`src/rtl/wfsm_pkg.sv`:
```
// Shared definitions for the burst-master write FSM: state encoding and width defaults.
// Handshake pulses (FIFO pop, init_master_txn) are registered and exactly one cycle wide.
package wfsm_pkg;

    localparam int DATA_W_DEF  = 128;
    localparam int IDX_W_DEF   = 32;
    localparam int CNT_W_DEF   = 16;
    localparam int TIMEOUT_DEF = 1024;

    typedef enum logic [2:0] {
        IDLE        = 3'd0,
        FETCH       = 3'd1,
        LOAD        = 3'd2,
        LAUNCH      = 3'd3,
        WAIT_ACTIVE = 3'd4,
        WAIT_DONE   = 3'd5,
        DONE        = 3'd6
    } state_t;

    function automatic logic in_wait(state_t s);
        return (s == WAIT_ACTIVE) || (s == WAIT_DONE);
    endfunction

endpackage

```
`src/rtl/wfsm_if.sv`:
```
// Job control, output-FIFO and burst-master write signals of the write FSM.
interface wfsm_if
    import wfsm_pkg::*;
#(
    parameter int DATA_W = DATA_W_DEF,
    parameter int IDX_W  = IDX_W_DEF,
    parameter int CNT_W  = CNT_W_DEF
);
    logic              start;
    logic [CNT_W-1:0]  number_blocks;
    logic              fifo_empty;
    logic              fifo_read_en;
    logic [DATA_W-1:0] fifo_read_data;
    logic [DATA_W-1:0] write_data;
    logic              init_master_txn;
    logic [IDX_W-1:0]  write_addr_index;
    logic              write_active;
    logic              write_done;
    logic              write_finished;
    logic              busy;
    logic [CNT_W-1:0]  blocks_written;
    logic              timeout_error;

    modport master (
        input  start, number_blocks, fifo_empty, fifo_read_data, write_active, write_done,
        output fifo_read_en, write_data, init_master_txn, write_addr_index,
               write_finished, busy, blocks_written, timeout_error
    );

    modport slave (
        output start, number_blocks, fifo_empty, fifo_read_data, write_active, write_done,
        input  fifo_read_en, write_data, init_master_txn, write_addr_index,
               write_finished, busy, blocks_written, timeout_error
    );
endinterface

```
`src/rtl/wfsm_watchdog.sv`:
```
// Per-transaction cycle counter; expired_o rises once TIMEOUT_CYCLES-1 enabled cycles elapse after load.
module wfsm_watchdog #(
    parameter int TIMEOUT_CYCLES = 1024
) (
    input  logic clk,
    input  logic reset,
    input  logic load_i,
    input  logic en_i,
    output logic expired_o
);
    localparam int CW = $clog2(TIMEOUT_CYCLES) + 1;

    logic [CW-1:0] cnt_q;

    assign expired_o = (cnt_q == CW'(TIMEOUT_CYCLES - 1));

    always_ff @(posedge clk or posedge reset) begin
        if (reset) begin
            cnt_q <= '0;
        end else if (load_i) begin
            cnt_q <= '0;
        end else if (en_i && !expired_o) begin
            cnt_q <= cnt_q + CW'(1);
        end
    end
endmodule

```
`src/rtl/wfsm.sv`:
```
// Write-side FSM: pops one result block per transaction from the output FIFO and
// sequences a single-beat write through the burst master's init/active/done handshake.
module wfsm
    import wfsm_pkg::*;
#(
    parameter int DATA_W         = DATA_W_DEF,
    parameter int IDX_W          = IDX_W_DEF,
    parameter int CNT_W          = CNT_W_DEF,
    parameter int TIMEOUT_CYCLES = TIMEOUT_DEF
) (
    input logic    clk,
    input logic    reset,
    wfsm_if.master bus
);
    state_t            state_q;
    logic [CNT_W-1:0]  remaining_q;
    logic [CNT_W-1:0]  blocks_q;
    logic [IDX_W-1:0]  idx_q;
    logic [DATA_W-1:0] wdata_q;
    logic              ren_q;
    logic              init_q;
    logic              fin_q;
    logic              busy_q;
    logic              terr_q;

    logic wd_load;
    logic wd_en;
    logic wd_expired;
    logic txn_done;

    assign wd_load  = (state_q == LAUNCH);
    assign wd_en    = in_wait(state_q);
    // write_active and write_done together in WAIT_ACTIVE complete the block directly.
    assign txn_done = bus.write_done &&
                      ((state_q == WAIT_DONE) || (state_q == WAIT_ACTIVE && bus.write_active));

    wfsm_watchdog #(
        .TIMEOUT_CYCLES(TIMEOUT_CYCLES)
    ) u_watchdog (
        .clk      (clk),
        .reset    (reset),
        .load_i   (wd_load),
        .en_i     (wd_en),
        .expired_o(wd_expired)
    );

    always_ff @(posedge clk or posedge reset) begin
        if (reset) begin
            state_q     <= IDLE;
            remaining_q <= '0;
            blocks_q    <= '0;
            idx_q       <= '0;
            wdata_q     <= '0;
            ren_q       <= 1'b0;
            init_q      <= 1'b0;
            fin_q       <= 1'b0;
            busy_q      <= 1'b0;
            terr_q      <= 1'b0;
        end else begin
            ren_q  <= 1'b0;
            init_q <= 1'b0;
            case (state_q)
                IDLE, DONE: begin
                    if (bus.start) begin
                        remaining_q <= bus.number_blocks;
                        blocks_q    <= '0;
                        idx_q       <= '0;
                        fin_q       <= 1'b0;
                        terr_q      <= 1'b0;
                        if (bus.number_blocks != '0) begin
                            state_q <= FETCH;
                            busy_q  <= 1'b1;
                        end else begin
                            state_q <= DONE;
                        end
                    end else if (state_q == DONE) begin
                        // A zero-block job reaches DONE with the flag still clear; raise it here.
                        fin_q <= 1'b1;
                    end
                end
                FETCH: begin
                    if (!bus.fifo_empty) begin
                        ren_q   <= 1'b1;
                        state_q <= LOAD;
                    end
                end
                LOAD: begin
                    state_q <= LAUNCH;
                end
                LAUNCH: begin
                    // The pop issued during LOAD presents its data in this cycle.
                    wdata_q <= bus.fifo_read_data;
                    init_q  <= 1'b1;
                    state_q <= WAIT_ACTIVE;
                end
                WAIT_ACTIVE, WAIT_DONE: begin
                    if (txn_done) begin
                        idx_q       <= idx_q + IDX_W'(1);
                        blocks_q    <= blocks_q + CNT_W'(1);
                        remaining_q <= remaining_q - CNT_W'(1);
                        if (remaining_q > CNT_W'(1)) begin
                            state_q <= FETCH;
                        end else begin
                            state_q <= DONE;
                            fin_q   <= 1'b1;
                            busy_q  <= 1'b0;
                        end
                    end else if (wd_expired) begin
                        terr_q  <= 1'b1;
                        fin_q   <= 1'b1;
                        busy_q  <= 1'b0;
                        state_q <= DONE;
                    end else if (state_q == WAIT_ACTIVE && bus.write_active) begin
                        state_q <= WAIT_DONE;
                    end
                end
                default: begin
                    state_q <= IDLE;
                    busy_q  <= 1'b0;
                end
            endcase
        end
    end

    assign bus.fifo_read_en     = ren_q;
    assign bus.write_data       = wdata_q;
    assign bus.init_master_txn  = init_q;
    assign bus.write_addr_index = idx_q;
    assign bus.write_finished   = fin_q;
    assign bus.busy             = busy_q;
    assign bus.blocks_written   = blocks_q;
    assign bus.timeout_error    = terr_q;
endmodule

```
`src/flat_wrapper.sv`:
```
// flat-port wrapper written by rule: the top's interface ports become plain ports
module wfsm_flat import wfsm_pkg::*;
#(
    parameter int DATA_W         = DATA_W_DEF,
    parameter int IDX_W          = IDX_W_DEF,
    parameter int CNT_W          = CNT_W_DEF,
    parameter int TIMEOUT_CYCLES = TIMEOUT_DEF
)
  (clk, reset, bus_start, bus_number_blocks, bus_fifo_empty, bus_fifo_read_data, bus_write_active, bus_write_done, bus_fifo_read_en, bus_write_data, bus_init_master_txn, bus_write_addr_index, bus_write_finished, bus_busy, bus_blocks_written, bus_timeout_error);
  wfsm_if #(.DATA_W(DATA_W), .IDX_W(IDX_W), .CNT_W(CNT_W)) bus_i ();
  input logic clk;
  input logic reset;
  input wire logic [$bits(bus_i.start)-1:0] bus_start;
  input wire logic [$bits(bus_i.number_blocks)-1:0] bus_number_blocks;
  input wire logic [$bits(bus_i.fifo_empty)-1:0] bus_fifo_empty;
  input wire logic [$bits(bus_i.fifo_read_data)-1:0] bus_fifo_read_data;
  input wire logic [$bits(bus_i.write_active)-1:0] bus_write_active;
  input wire logic [$bits(bus_i.write_done)-1:0] bus_write_done;
  output wire logic [$bits(bus_i.fifo_read_en)-1:0] bus_fifo_read_en;
  output wire logic [$bits(bus_i.write_data)-1:0] bus_write_data;
  output wire logic [$bits(bus_i.init_master_txn)-1:0] bus_init_master_txn;
  output wire logic [$bits(bus_i.write_addr_index)-1:0] bus_write_addr_index;
  output wire logic [$bits(bus_i.write_finished)-1:0] bus_write_finished;
  output wire logic [$bits(bus_i.busy)-1:0] bus_busy;
  output wire logic [$bits(bus_i.blocks_written)-1:0] bus_blocks_written;
  output wire logic [$bits(bus_i.timeout_error)-1:0] bus_timeout_error;
  assign bus_i.start = bus_start;
  assign bus_i.number_blocks = bus_number_blocks;
  assign bus_i.fifo_empty = bus_fifo_empty;
  assign bus_i.fifo_read_data = bus_fifo_read_data;
  assign bus_i.write_active = bus_write_active;
  assign bus_i.write_done = bus_write_done;
  assign bus_fifo_read_en = bus_i.fifo_read_en;
  assign bus_write_data = bus_i.write_data;
  assign bus_init_master_txn = bus_i.init_master_txn;
  assign bus_write_addr_index = bus_i.write_addr_index;
  assign bus_write_finished = bus_i.write_finished;
  assign bus_busy = bus_i.busy;
  assign bus_blocks_written = bus_i.blocks_written;
  assign bus_timeout_error = bus_i.timeout_error;
  wfsm #(.DATA_W(DATA_W), .IDX_W(IDX_W), .CNT_W(CNT_W), .TIMEOUT_CYCLES(TIMEOUT_CYCLES)) u_core (.clk(clk), .reset(reset), .bus(bus_i));
endmodule
```
`config.mk`:
```
export PLATFORM = sky130hd
export DESIGN_NAME = wfsm_flat
export DESIGN_NICKNAME = d
export VERILOG_FILES = /design/src/rtl/wfsm_pkg.sv /design/src/rtl/wfsm_if.sv /design/src/rtl/wfsm_watchdog.sv /design/src/rtl/wfsm.sv /design/src/flat_wrapper.sv
export SDC_FILE = /design/constraint.sdc
export NUM_CORES = 1
export LEC_CHECK = 0
export BUFFER_PORTS_ARGS = -buffer_cell sky130_fd_sc_hd__buf_4
export CAP_MARGIN = 20
export CORE_MARGIN = 2
export CORE_UTILIZATION = 35
export CTS_CLUSTER_DIAMETER = 60
export CTS_CLUSTER_SIZE = 40
export DETAILED_ROUTE_END_ITERATION = 10
export PLACE_DENSITY = 0.67
export SYNTH_ARGS = -nofsm -noshare
export SYNTH_HDL_FRONTEND = slang
export SYNTH_SLANG_ARGS = --single-unit
export TNS_END_PERCENT = 1
```
`constraint.sdc`:
```
create_clock -name clk -period 8.4 [get_ports clk]
set_input_delay 2.1 -clock clk [delete_from_list [all_inputs] [get_ports clk]]
set_output_delay 2.1 -clock clk [all_outputs]
set_load 0.02 [all_outputs]
```
==> flow_summary.toml <==
[worst_setup_path]
crit_path_max_incr_delay_ps = 760
cp_max_fo = 22
critPathKind = "in -> reg"
crit_chain = "buf_4, nand2b_1, a2bb2oi_2, buf_4, or3_1, nor3_1, o21a_1"
critPathBufInv = 2
start_kind = "primary input"
crit_top_cell = "buf_4"
critPathTopFamily = "compound AO/OA/AOI/OAI gates"
required_ps = 8800
cp-end-kind = "register"
slowest_stage = "a2bb2oi_2"
cp_data_arrival_time_ps = 4070

[synthesis]
synth_flop_cell = "dfrtp_1"
netlist.area_leader.share = 0.567
yosysMostFrequentCell = "nand2_1"
synth_top_cell_by_area = "dfrtp_1"
syn-cell-area_sq_mm = 0.00932
ys_async_sr_fraction = 1.00
yosys_warnings = 0
synth_cell_type_count = 56
synth_common_cells = "nand2_1, dfrtp_1, nor2_1"
syn_avg_cell_area_sq_um = 8.98
synthesis.nets = 1192
synth_area_leaders = "dfrtp_1, nand2_1, nor2_1"
synth_edf_count = 0
syn_inst = 1037
synth_seq_area_share = 0.567
ys_ff_latch = 211

[power_and_ir_drop]
p_comb_frac = 0.431
peakVddDrop_mv = 0.221
p_per_area_mw_per_mm2 = 361
seqPwrFrac = 0.357
clockPowerShare = 0.212
p_leak_nw = 6.54
p_int_mw = 2.67
p_sw_frac = 0.424
p_sw_mw = 1.97

[grt]
grt_overflow = 0
antenna_found_initial = 1
grt_usage = 0.195
grt_pass1_wl_mm = 44.1
grt_pass1_vias = 8179
grt_max_degree = 146

[sta]
layout_setup_ws_ps = 4730
finalCritPeriodShare = 0.437
fmax_ghz = 0.272
fin_worst_skew_ps = 16.8
hold_viol = 0
holdWs_ps = 477
slew_headroom = 0.348
layout_min_cycle_time_ps = 3670
final.setup.tns_ps = 0
tightest_slew_ps = 977
slew_viol_final = 0
rsz0062_at_grt = "no"
setup_viol = 0

[floorplanning]
initial_utilization = 0.356
rows = 59
die_h_um = 167
dieArea_sq_mm = 0.0279
fp.coreArea_sq_mm = 0.0261
num_io_pins = 331
die_w_um = 167

[run_status]
status = "finished, violations left"
failed_checks = "DRC"

[clocking]
cts_max_path_buffers = 3
h-tree-depth = 1
clkLatencyLatePin_ps = 500
cts_sinks = 211
postCtsHoldBufs = 0
cts_root_buf = "clkbuf_16"
cts_made_buffers = 20
cts_setup_buffers = 0
cts_tree = "yes"
postCtsResizedCells = 0
clk_pin_slew_ps = 80

[route]
drt-total-wl_mm = 27.9
routed_via_density = 4.91
ant_nets = 0
first_pass_iters = 8
drt-initial-drc-count = 565
vias = 8330
wl_per_cell_um = 16.5
drt_drc_violations_left = 15

[place]
numPortBuffers = 330
dp_hpwl_mm = 19.9
pre_cts_ws_ps = 4220
gp_congestion = 0.823

[cells_and_area]
layout.nets = 1503
drive_above_1_share = 0.290
area_growth_pct = 38.0

[min_path]
worstHoldPathType = "reg -> reg"

[flow_run]
cap_violations = 0
-- worst register-to-register path, stage by stage (launching register included) --
cell	delay (ps)
dfrtp_1	590
nor2b_1	310
nand2_4	370
inv_4	670
buf_4	860
nand2_1	180
nand2_1	90
-- final timing paths --
kind | to | slack, ps | startpoint | depth (start not counted)
setup / recovery | u_core.bus.write_addr_index[28] | 4730 | bus_start | 7
hold reg to reg | u_core.bus.write_data[125] | 480 | u_core.bus.write_data[125] | 2
setup reg to reg | u_core.bus.write_data[32] | 5290 | u_core.state_q[1] | 6
min in group asynchronous | u_core.bus.write_data[107] | 1600 | reset | 2
max in group asynchronous | u_core.bus.write_data[82] | 5140 | reset | 4
hold / removal | u_core.bus.write_data[125] | 480 | u_core.bus.write_data[125] | 2
-- flip-flops by register name, summed over array words and instances, names as in the netlist --
| name | cells |
|---|---|
| u_core.bus.write_data | 128 |
| u_core.bus.write_addr_index | 32 |
| u_core.bus.blocks_written | 16 |
| u_core.remaining_q | 16 |
| u_core.u_watchdog.cnt_q | 11 |
| u_core.state_q | 3 |
| u_core.bus.busy | 1 |
| u_core.bus.fifo_read_en | 1 |
| u_core.bus.init_master_txn | 1 |
| u_core.bus.timeout_error | 1 |
| u_core.bus.write_finished | 1 |
-- power groups by stage --
stage	clock network (mW)	logic, mW	registers (mW)
2_1_floorplan	0	0.798	2.01
3_3_place_gp	0	2.01	1.66
3_5_place_dp	0	2.04	1.66
4_1_cts	1.00	2.03	1.66
5_1_grt	1.05	2.19	1.71
6_report	0.982	2.00	1.66
-- stage by stage --
step / power (mW) / utilization / cell area (sq um) / cells
global route: 4.94 / 0.492 / 12900 / 1698
CTS: 4.70 / 0.491 / 12800 / 1696
floorplan: 2.81 / - / 9320 / 1037
global placement: 3.67 / 0.463 / 12100 / 1660
detailed placement: 3.70 / 0.463 / 12100 / 1660
finish: 4.64 / 0.492 / 12900 / 1698
-- cells in the final DEF (no fill, tap or decap), drive strengths merged, types with 21 or more instances in the layout --
cell type and instances:
o21ai 27, nand2 415, nor2 63, clkbuf 21, dfrtp 211, xnor2 21
xor2 21, inv 26, buf 339, nand4 27, a21oi 31
-- layer usage --
| layer | share of wire | global-route usage |
|---|---|---|
| met5 | 0 | 0 |
| met4 | 0.036 | 0.0696 |
| met3 | 0.090 | 0.0610 |
| met2 | 0.47 | 0.319 |
| met1 | 0.40 | 0.245 |
-- cell type report --
cell class,count,area [sq um]
Antenna cell,1,2.50
Clock buffer,21,526
Clock inverter,15,194
Fill cell,2507,13300
Inverter,16,70.1
Multi-Input combinational cell,760,3800
Sequential cell,211,5280
Tap cell,335,419
Timing Repair Buffer,339,2560
-- cells by family (layout without fill, tap and decap cells) --
logic type / after synthesis / after routing / synth area share
muxes: 2 / 2 / 0.00228
and+or+nand+nor: 605 / 605 / 0.281
other: 0 / 1 / 0
DFF: 211 / 211 / 0.567
adders and majority gates: 6 / 6 / 0.00779
AOI/OAI and AO/OA: 105 / 105 / 0.0754
buffers and inverters: 66 / 391 / 0.0274
xor gates and xnor gates: 42 / 42 / 0.0395
(Power assumes the default switching activity.)
